**src/rtl/v_scan_decoder_pkg.sv**
```systemverilog
// Shared types and helpers for v_scan_decoder: operating-mode enum, prescaler width
// calculation and the active-low one-hot decode.
package v_scan_decoder_pkg;

    localparam int unsigned MAX_N    = 4;
    localparam int unsigned MAX_OUTS = 1 << MAX_N;

    typedef enum logic [1:0] {
        OP_OFF    = 2'd0,
        OP_MANUAL = 2'd1,
        OP_SCAN   = 2'd2
    } op_e;

    // Counter width for a modulo-p prescaler, never narrower than one bit.
    function automatic int unsigned presc_w(input int unsigned p);
        return (p <= 2) ? 1 : $clog2(p);
    endfunction

    function automatic logic [MAX_OUTS-1:0] onehot_l(input logic [MAX_N-1:0] idx);
        return ~(MAX_OUTS'(1) << idx);
    endfunction

endpackage

```
**src/rtl/v_scan_prescaler.sv**
```systemverilog
// Enable-gated modulo-PRESCALE counter with synchronous clear; o_tc flags the
// last count of each dwell.
module v_scan_prescaler
    import v_scan_decoder_pkg::*;
#(
    parameter int unsigned PRESCALE = 4
) (
    input  logic i_clk,
    input  logic i_rst,
    input  logic i_clr,
    input  logic i_en,
    output logic o_tc
);

    localparam int unsigned W = presc_w(PRESCALE);

    logic [W-1:0] r_cnt;

    assign o_tc = (r_cnt == W'(PRESCALE - 1));

    always_ff @(posedge i_clk) begin
        if (i_rst) begin
            r_cnt <= '0;
        end else if (i_clr) begin
            r_cnt <= '0;
        end else if (i_en) begin
            r_cnt <= o_tc ? '0 : r_cnt + W'(1);
        end
    end

endmodule

```
**src/rtl/v_scan_decoder.sv**
```systemverilog
// Registered N-to-2^N active-low decoder with prescaled auto-scan.
// Optional DEC_BLANK_EN: blank Y_L on the first cycle of every scan dwell.
module v_scan_decoder
    import v_scan_decoder_pkg::*;
#(
    parameter int unsigned N        = 2,
    parameter int unsigned PRESCALE = 4
) (
    input  logic                CLK,
    input  logic                RESET,
    input  logic                G_L,
    input  logic                MODE,
    input  logic [N-1:0]        SEL,
    output logic [(1<<N)-1:0]   Y_L,
    output logic [N-1:0]        IDX,
    output logic                WRAP
);

    localparam int unsigned OUTS = 1 << N;

    op_e             w_op;
    logic            w_tc;
    logic [N-1:0]    w_idx_next;
    logic [OUTS-1:0] w_y_next;
    logic            w_wrap_next;

    logic [N-1:0]    r_idx;
    logic [OUTS-1:0] r_y_l;
    logic            r_wrap;

    v_scan_prescaler #(
        .PRESCALE (PRESCALE)
    ) u_prescaler (
        .i_clk (CLK),
        .i_rst (RESET),
        .i_clr (w_op == OP_MANUAL),
        .i_en  (w_op == OP_SCAN),
        .o_tc  (w_tc)
    );

    always_comb begin
        if (G_L)       w_op = OP_OFF;
        else if (MODE) w_op = OP_SCAN;
        else           w_op = OP_MANUAL;
    end

    // Y_L is decoded from the next index so it can never disagree with IDX.
    always_comb begin
        w_idx_next  = r_idx;
        w_y_next    = '1;
        w_wrap_next = 1'b0;
        case (w_op)
            OP_MANUAL: begin
                w_idx_next = SEL;
                w_y_next   = OUTS'(onehot_l(MAX_N'(SEL)));
            end
            OP_SCAN: begin
                if (w_tc) begin
                    w_idx_next  = r_idx + N'(1);
                    w_wrap_next = (r_idx == '1);
                end
                w_y_next = OUTS'(onehot_l(MAX_N'(w_idx_next)));
`ifdef DEC_BLANK_EN
                // Terminal count means the prescaler reloads 0: first cycle of the new dwell.
                if (w_tc) w_y_next = '1;
`endif
            end
            default: begin
                w_idx_next = r_idx;
                w_y_next   = '1;
            end
        endcase
    end

    always_ff @(posedge CLK) begin
        if (RESET) begin
            r_idx  <= '0;
            r_y_l  <= '1;
            r_wrap <= 1'b0;
        end else begin
            r_idx  <= w_idx_next;
            r_y_l  <= w_y_next;
            r_wrap <= w_wrap_next;
        end
    end

    assign Y_L  = r_y_l;
    assign IDX  = r_idx;
    assign WRAP = r_wrap;

endmodule
```
**config.mk**
```make
export PLATFORM = sky130hd
export DESIGN_NAME = v_scan_decoder
export DESIGN_NICKNAME = d
export VERILOG_FILES = /design/src/rtl/v_scan_decoder_pkg.sv /design/src/rtl/v_scan_prescaler.sv /design/src/rtl/v_scan_decoder.sv
export SDC_FILE = /design/constraint.sdc
export NUM_CORES = 1
export LEC_CHECK = 0
export CELL_PAD_IN_SITES_DETAIL_PLACEMENT = 1
export CELL_PAD_IN_SITES_GLOBAL_PLACEMENT = 2
export CORE_UTILIZATION = 23
export CTS_CLUSTER_DIAMETER = 100
export DETAILED_ROUTE_END_ITERATION = 8
export MAX_ROUTING_LAYER = met4
export PLACE_DENSITY = 0.66
export SLEW_MARGIN = 20
export SYNTH_ARGS = -nofsm -noshare
export SYNTH_HDL_FRONTEND = slang
export SYNTH_SLANG_ARGS = --single-unit
```
**constraint.sdc**
```tcl
create_clock -name CLK -period 1.3 [get_ports CLK]
set_clock_uncertainty 0.05 [all_clocks]
set_input_delay 0.39 -clock CLK [delete_from_list [all_inputs] [get_ports CLK]]
set_output_delay 0.39 -clock CLK [all_outputs]
set_load 0.05 [all_outputs]
```
After elaboration in Yosys (flattened, before gate mapping)
Cells that the tools add are included.

Flip-flop bits (word level): 9. Input bits: 6. Output and inout port bits: 7.

Add/sub/neg operators: 2. Equality and inequality tests: 4. Shift operators: 2. Multiplexer cells: 7. Bitwise operators: 4. Reduce and logical (&&, ||, !) cells: 3.

Operator list (number): two-way mux 2 bit (5); NOT 4 bit (2); one-hot mux 4 bit (2 select lines) (1); << shifter 1 x 2 -> 4 bit, first input constant (2); == test 2 bit, second input constant (3); adder 2 x 1 -> 2 bit, second input constant (2); one-hot mux 2 bit (2 select lines) (1); OR reduction 3 bit (1); == test 2 x 1 -> 1 bit, second input constant (1); NOT 1 bit (2); nonzero test 2 bit (1); OR reduction 2 bit (1).

Logic depth before layout (Yosys ltp)
Word-level depth: 7. Mapped depth: 5.

By module
Synthesis repeated with hierarchy kept, for this count alone.

Cells, all modules: 49. Area total of the unflattened synthesis: 466.7 µm².

By module, submodules not included: v_scan_decoder (times used 1, cells an instance 41, area each 371.6 µm²); v_scan_prescaler (times used 1, cells an instance 8, area each 95.1 µm²).

Least setup slack after synthesis
Ideal clock, no wire load.

Path type: register -> register. Start point: reg r_idx[0] (netlist: IDX[0]). End point: reg r_y_l[3] (netlist: Y_L[3]). Setup time: 0.069 ns. Arrival time: 1.559 ns. Path slack: -0.378 ns. Cell stages (with the launch flop): 5. Buffers on the path: 0. Clock period less this slack: 1.678 ns. Path through: dfxtp_1 > ha_1 > mux2i_2 > and3b_2 > o21ai_1.

Longest elaborated chain between the ends: 6.

Ends and longest elaborated chain: from (decl) (line v_scan_decoder.sv:27) `logic [N-1:0] r_idx;`; from (signal assigned) (line v_scan_decoder.sv:81) `r_idx <= w_idx_next;`; adder 2 x 1 -> 2 bit (line v_scan_decoder.sv:59) `w_idx_next = r_idx + N'(1);`; two-way mux 2 bit (*) (line v_scan_decoder.sv:58) `if (w_tc) begin`; two-way mux 2 bit (*) (line v_scan_decoder.sv:52) `case (w_op)`; << shifter 1 x 2 -> 4 bit (*) (line v_scan_decoder_pkg.sv:20) `return ~(MAX_OUTS'(1) << idx);`; NOT 4 bit (*) (line v_scan_decoder_pkg.sv:20); one-hot mux 4 bit (2 select lines) (*) (line v_scan_decoder.sv:52); to (signal assigned) (line v_scan_decoder.sv:82) `r_y_l <= w_y_next;`; to (decl) (line v_scan_decoder.sv:28) `logic [OUTS-1:0] r_y_l;`.

Every way passes the cells marked *; elsewhere a longest branch is shown, timed or not. The select of a mux whose other input is x is not followed. A chain may end at the register's enable or synchronous reset.

Final worst setup path
Start point: reg r_idx[0] (netlist: IDX[0]). End point: out IDX[0].

RTL lines: to (decl) (line v_scan_decoder.sv:15) `output logic [N-1:0] IDX,`.

No word-level cell between the ends.

==> results.py <==
metrics = {
    "cts": {
        "cts_tree": "done",
        "cts_buffers": 3,
        "root_buffer": "clkbuf_4",
        "cts_max_level": 1,
        "clk_pin_slew_worst_paths_ns": 0.07,
        "cts.sinks": 9,
        "insertion_delay_ns": 0.27,
        "cts_buffer_depth": 2,
        "cts_hold_buf": 0,
    },
    "min_path": {
        "whs_path_depth": 2,
        "holdPathEnd": "u_prescaler.r_cnt[1]",
        "min-delay-start": "u_prescaler.r_cnt[1]",
        "hold_class": "flip-flop to flip-flop",
    },
    "global_route": {
        "grt_max_degree": 11,
        "grt_pass1_wl_mm": 2.180,
        "antenna_found_initial": 0,
        "groute.usage.overall": 0.1645,
        "grt_overflow_total": 0,
        "grt_pass1_vias": 493,
    },
    "final_layout": {
        "multiInputGateArea_um2": 309.0,
        "drive_above_1_share": 0.5270,
        "syn_to_final_growth_pct": 87.02,
        "fin_util": 0.4751,
        "nFillCells": 197,
        "fin_nets": 83,
        "seqCellArea_um2": 190.2,
        "antenna_cells": 0,
    },
    "yosys": {
        "synth_cell_type_count": 23,
        "synth_cells": 49,
        "avgSynthCellArea_um2": 9.244,
        "synthesis.area_um2": 452.9,
        "ys_ff_latch": 9,
        "synth_area_leaders": "dfxtp_1, nor3b_1, ha_1",
        "yosys.area.top_type_share": 0.3978,
        "yosysWarnings": 0,
        "yosysTopAreaCell": "dfxtp_1",
        "ys_seq_area_frac": 0.3978,
        "syn_nets": 57,
    },
    "floorplanning": {
        "die_area_mm2": 0.002151,
        "start_util": 0.2540,
        "die_x_um": 46.38,
        "core_area_mm2": 0.001783,
        "io-pin-count": 13,
        "rows": 15,
        "dieHeight_um": 46.38,
    },
    "critical_path": {
        "critPathArrivalTime_ns": 0.90,
        "r2r_end": "Y_L[3]",
        "r2r_cells": 4,
        "reg2reg_slack_ns": 0.04,
        "cp.required_ns": 0.86,
        "cp_max_fo": 6,
        "start_kind": "flip-flop",
        "r2r-start": "u_prescaler.r_cnt[0]",
        "path_class": "flip-flop to output port",
        "crit_path_end_kind": "output port",
    },
    "sta": {
        "setup_viol": 2,
        "rsz0062_at_grt": "true",
        "fmax_ghz": 0.7440,
        "worst_pin_slew_ns": 0.3009,
        "slew_headroom": 0.7994,
        "post-route-period-util": 1.034,
        "slew_violations": 0,
        "period_needed_ns": 1.344,
        "final-hold-violation-count": 0,
        "setup_slack_ns": -0.04410,
    },
    "route": {
        "drc_errors": 0,
        "drtIter0Drc": 2,
        "viasPerCell": 4.687,
        "wl_mm": 1.305,
        "firstDrtPassIters": 3,
        "avgRoutedWirePerCell_um": 13.18,
        "dr_total_vias": 464,
        "postRouteAntennaNets": 0,
    },
    "power_and_ir_drop": {
        "leakagePower_nw": 0.3347,
        "irDropWorstVdd_mv": 0.5901,
        "fin_total_pwr_mw": 0.6973,
        "powerDensity_mw_per_mm2": 823.2,
    },
    "flow_run": {
        "max-cap-violations": 0,
    },
    "placement": {
        "io_buffers": 12,
        "place_ws_ns": -0.3428,
        "gp_congestion": 0.8144,
        "dp_hpwl_um": 931.3,
    },
    "outcome": {
        "status": "finished, violations left",
        "violations": "negative setup slack",
    },
}
[where the power goes]
group | switching [mW] | internal [mW]
clock network | 0.113 | 0.119
registers | 0.00947 | 0.284
logic | 0.0804 | 0.0915
total | 0.203 | 0.495
[worst max path at each step]
stage               depth (start not counted)      to    from
floorplan                                   4  Y_L[3]  IDX[0]
global placement                            4  Y_L[2]    MODE
detailed placement                          4  IDX[1]    MODE
CTS                                         2  IDX[0]  IDX[0]
global route                                2  IDX[0]  IDX[0]
finish                                      2  IDX[0]  IDX[0]
[critical path, stage by stage, from the launching register on]
cell,delay [ns]
dfxtp_4,0.35
buf_6,0.14
buf_12,0.14
[cell families (layout without fill, tap and decap cells)]
logic type | count (synthesis) | in the layout | share of synthesized area
simple gates | 21 | 21 | 0.2928
compound gates | 12 | 12 | 0.1575
flops | 9 | 9 | 0.3978
buf+inv | 3 | 28 | 0.04696
fa+ha+maj | 2 | 2 | 0.05524
xor+xnor | 1 | 1 | 0.01934
mux | 1 | 1 | 0.03038
[state kept, by name, indices dropped and copies added (netlist names)]
| register | cells |
|---|---|
| u_prescaler.r_cnt | 2 |
| WRAP | 1 |
| IDX | 2 |
| Y_L | 4 |
[cell usage after synthesis (all sizes together)]
master,count
dfxtp,9
a31oi,1
nor4b,1
ha,2
buf,3
xor2,1
a211o,1
nand2,3
nor3,2
nor3b,4
and4,1
and3,1
mux2i,1
nand3b,1
and2b,1
a21oi,4
nor2,5
o21ai,5
o21a,1
and3b,2
[placed cells by master (no fill, tap or decap), drive strengths merged]
| master | synthesis | final |
|---|---|---|
| buf | 3 | 19 |
| dfxtp | 9 | 9 |
| nor2 | 5 | 5 |
| o21ai | 5 | 5 |
| clkdlybuf4s50 | 0 | 4 |
| a21oi | 4 | 4 |
| nor3b | 4 | 4 |
| clkbuf | 0 | 4 |
| nand2 | 3 | 3 |
| and3b | 2 | 2 |
| nor3 | 2 | 2 |
| ha | 2 | 2 |
| mux2i | 1 | 1 |
| xor2 | 1 | 1 |
| and4 | 1 | 1 |
| nand3b | 1 | 1 |
| a31oi | 1 | 1 |
| and2b | 1 | 1 |
| nor4b | 1 | 1 |
| and3 | 1 | 1 |
| o21a | 1 | 1 |
| a211o | 1 | 1 |
| dlygate4sd2 | 0 | 1 |
[cell type report]
| type | count | area share |
|---|---|---|
| Multi-Input combinational cell | 37 | 0.3648 |
| Timing Repair Buffer | 24 | 0.3427 |
| Sequential cell | 9 | 0.2245 |
| Tap cell | 25 | 0.03693 |
| Clock buffer | 4 | 0.03102 |
[timing repair]
action | 4_1_cts | 5_1_grt
pin swaps | 1 | 4
resized for setup | 6 | 10
endpoints found under the setup margin | 8 | 6
buffers inserted | 1 | 0
[stage by stage]
| step | cell area, µm² | instances | TNS [ns] | hold slack (ns) |
|---|---|---|---|---|
| floorplan | 473.0 | 49 | -0.01008 | 0.3795 |
| global placement | 755.7 | 94 | -2.130 | 0.3927 |
| detailed placement | 755.7 | 94 | -2.451 | 0.4032 |
| CTS | 809.5 | 99 | -0.08308 | 0.4270 |
| global route | 847.1 | 99 | -0.1595 | 0.4627 |
| finish | 847.1 | 99 | -0.06895 | 0.4222 |
[routing by layer]
metal,part of all wire,GRT usage
met1,0.44,0.1506
met2,0.50,0.2583
met3,0.030,0.06667
met4,0.035,0.1471
met5,0,-
Power figures use the tool's default switching activity.
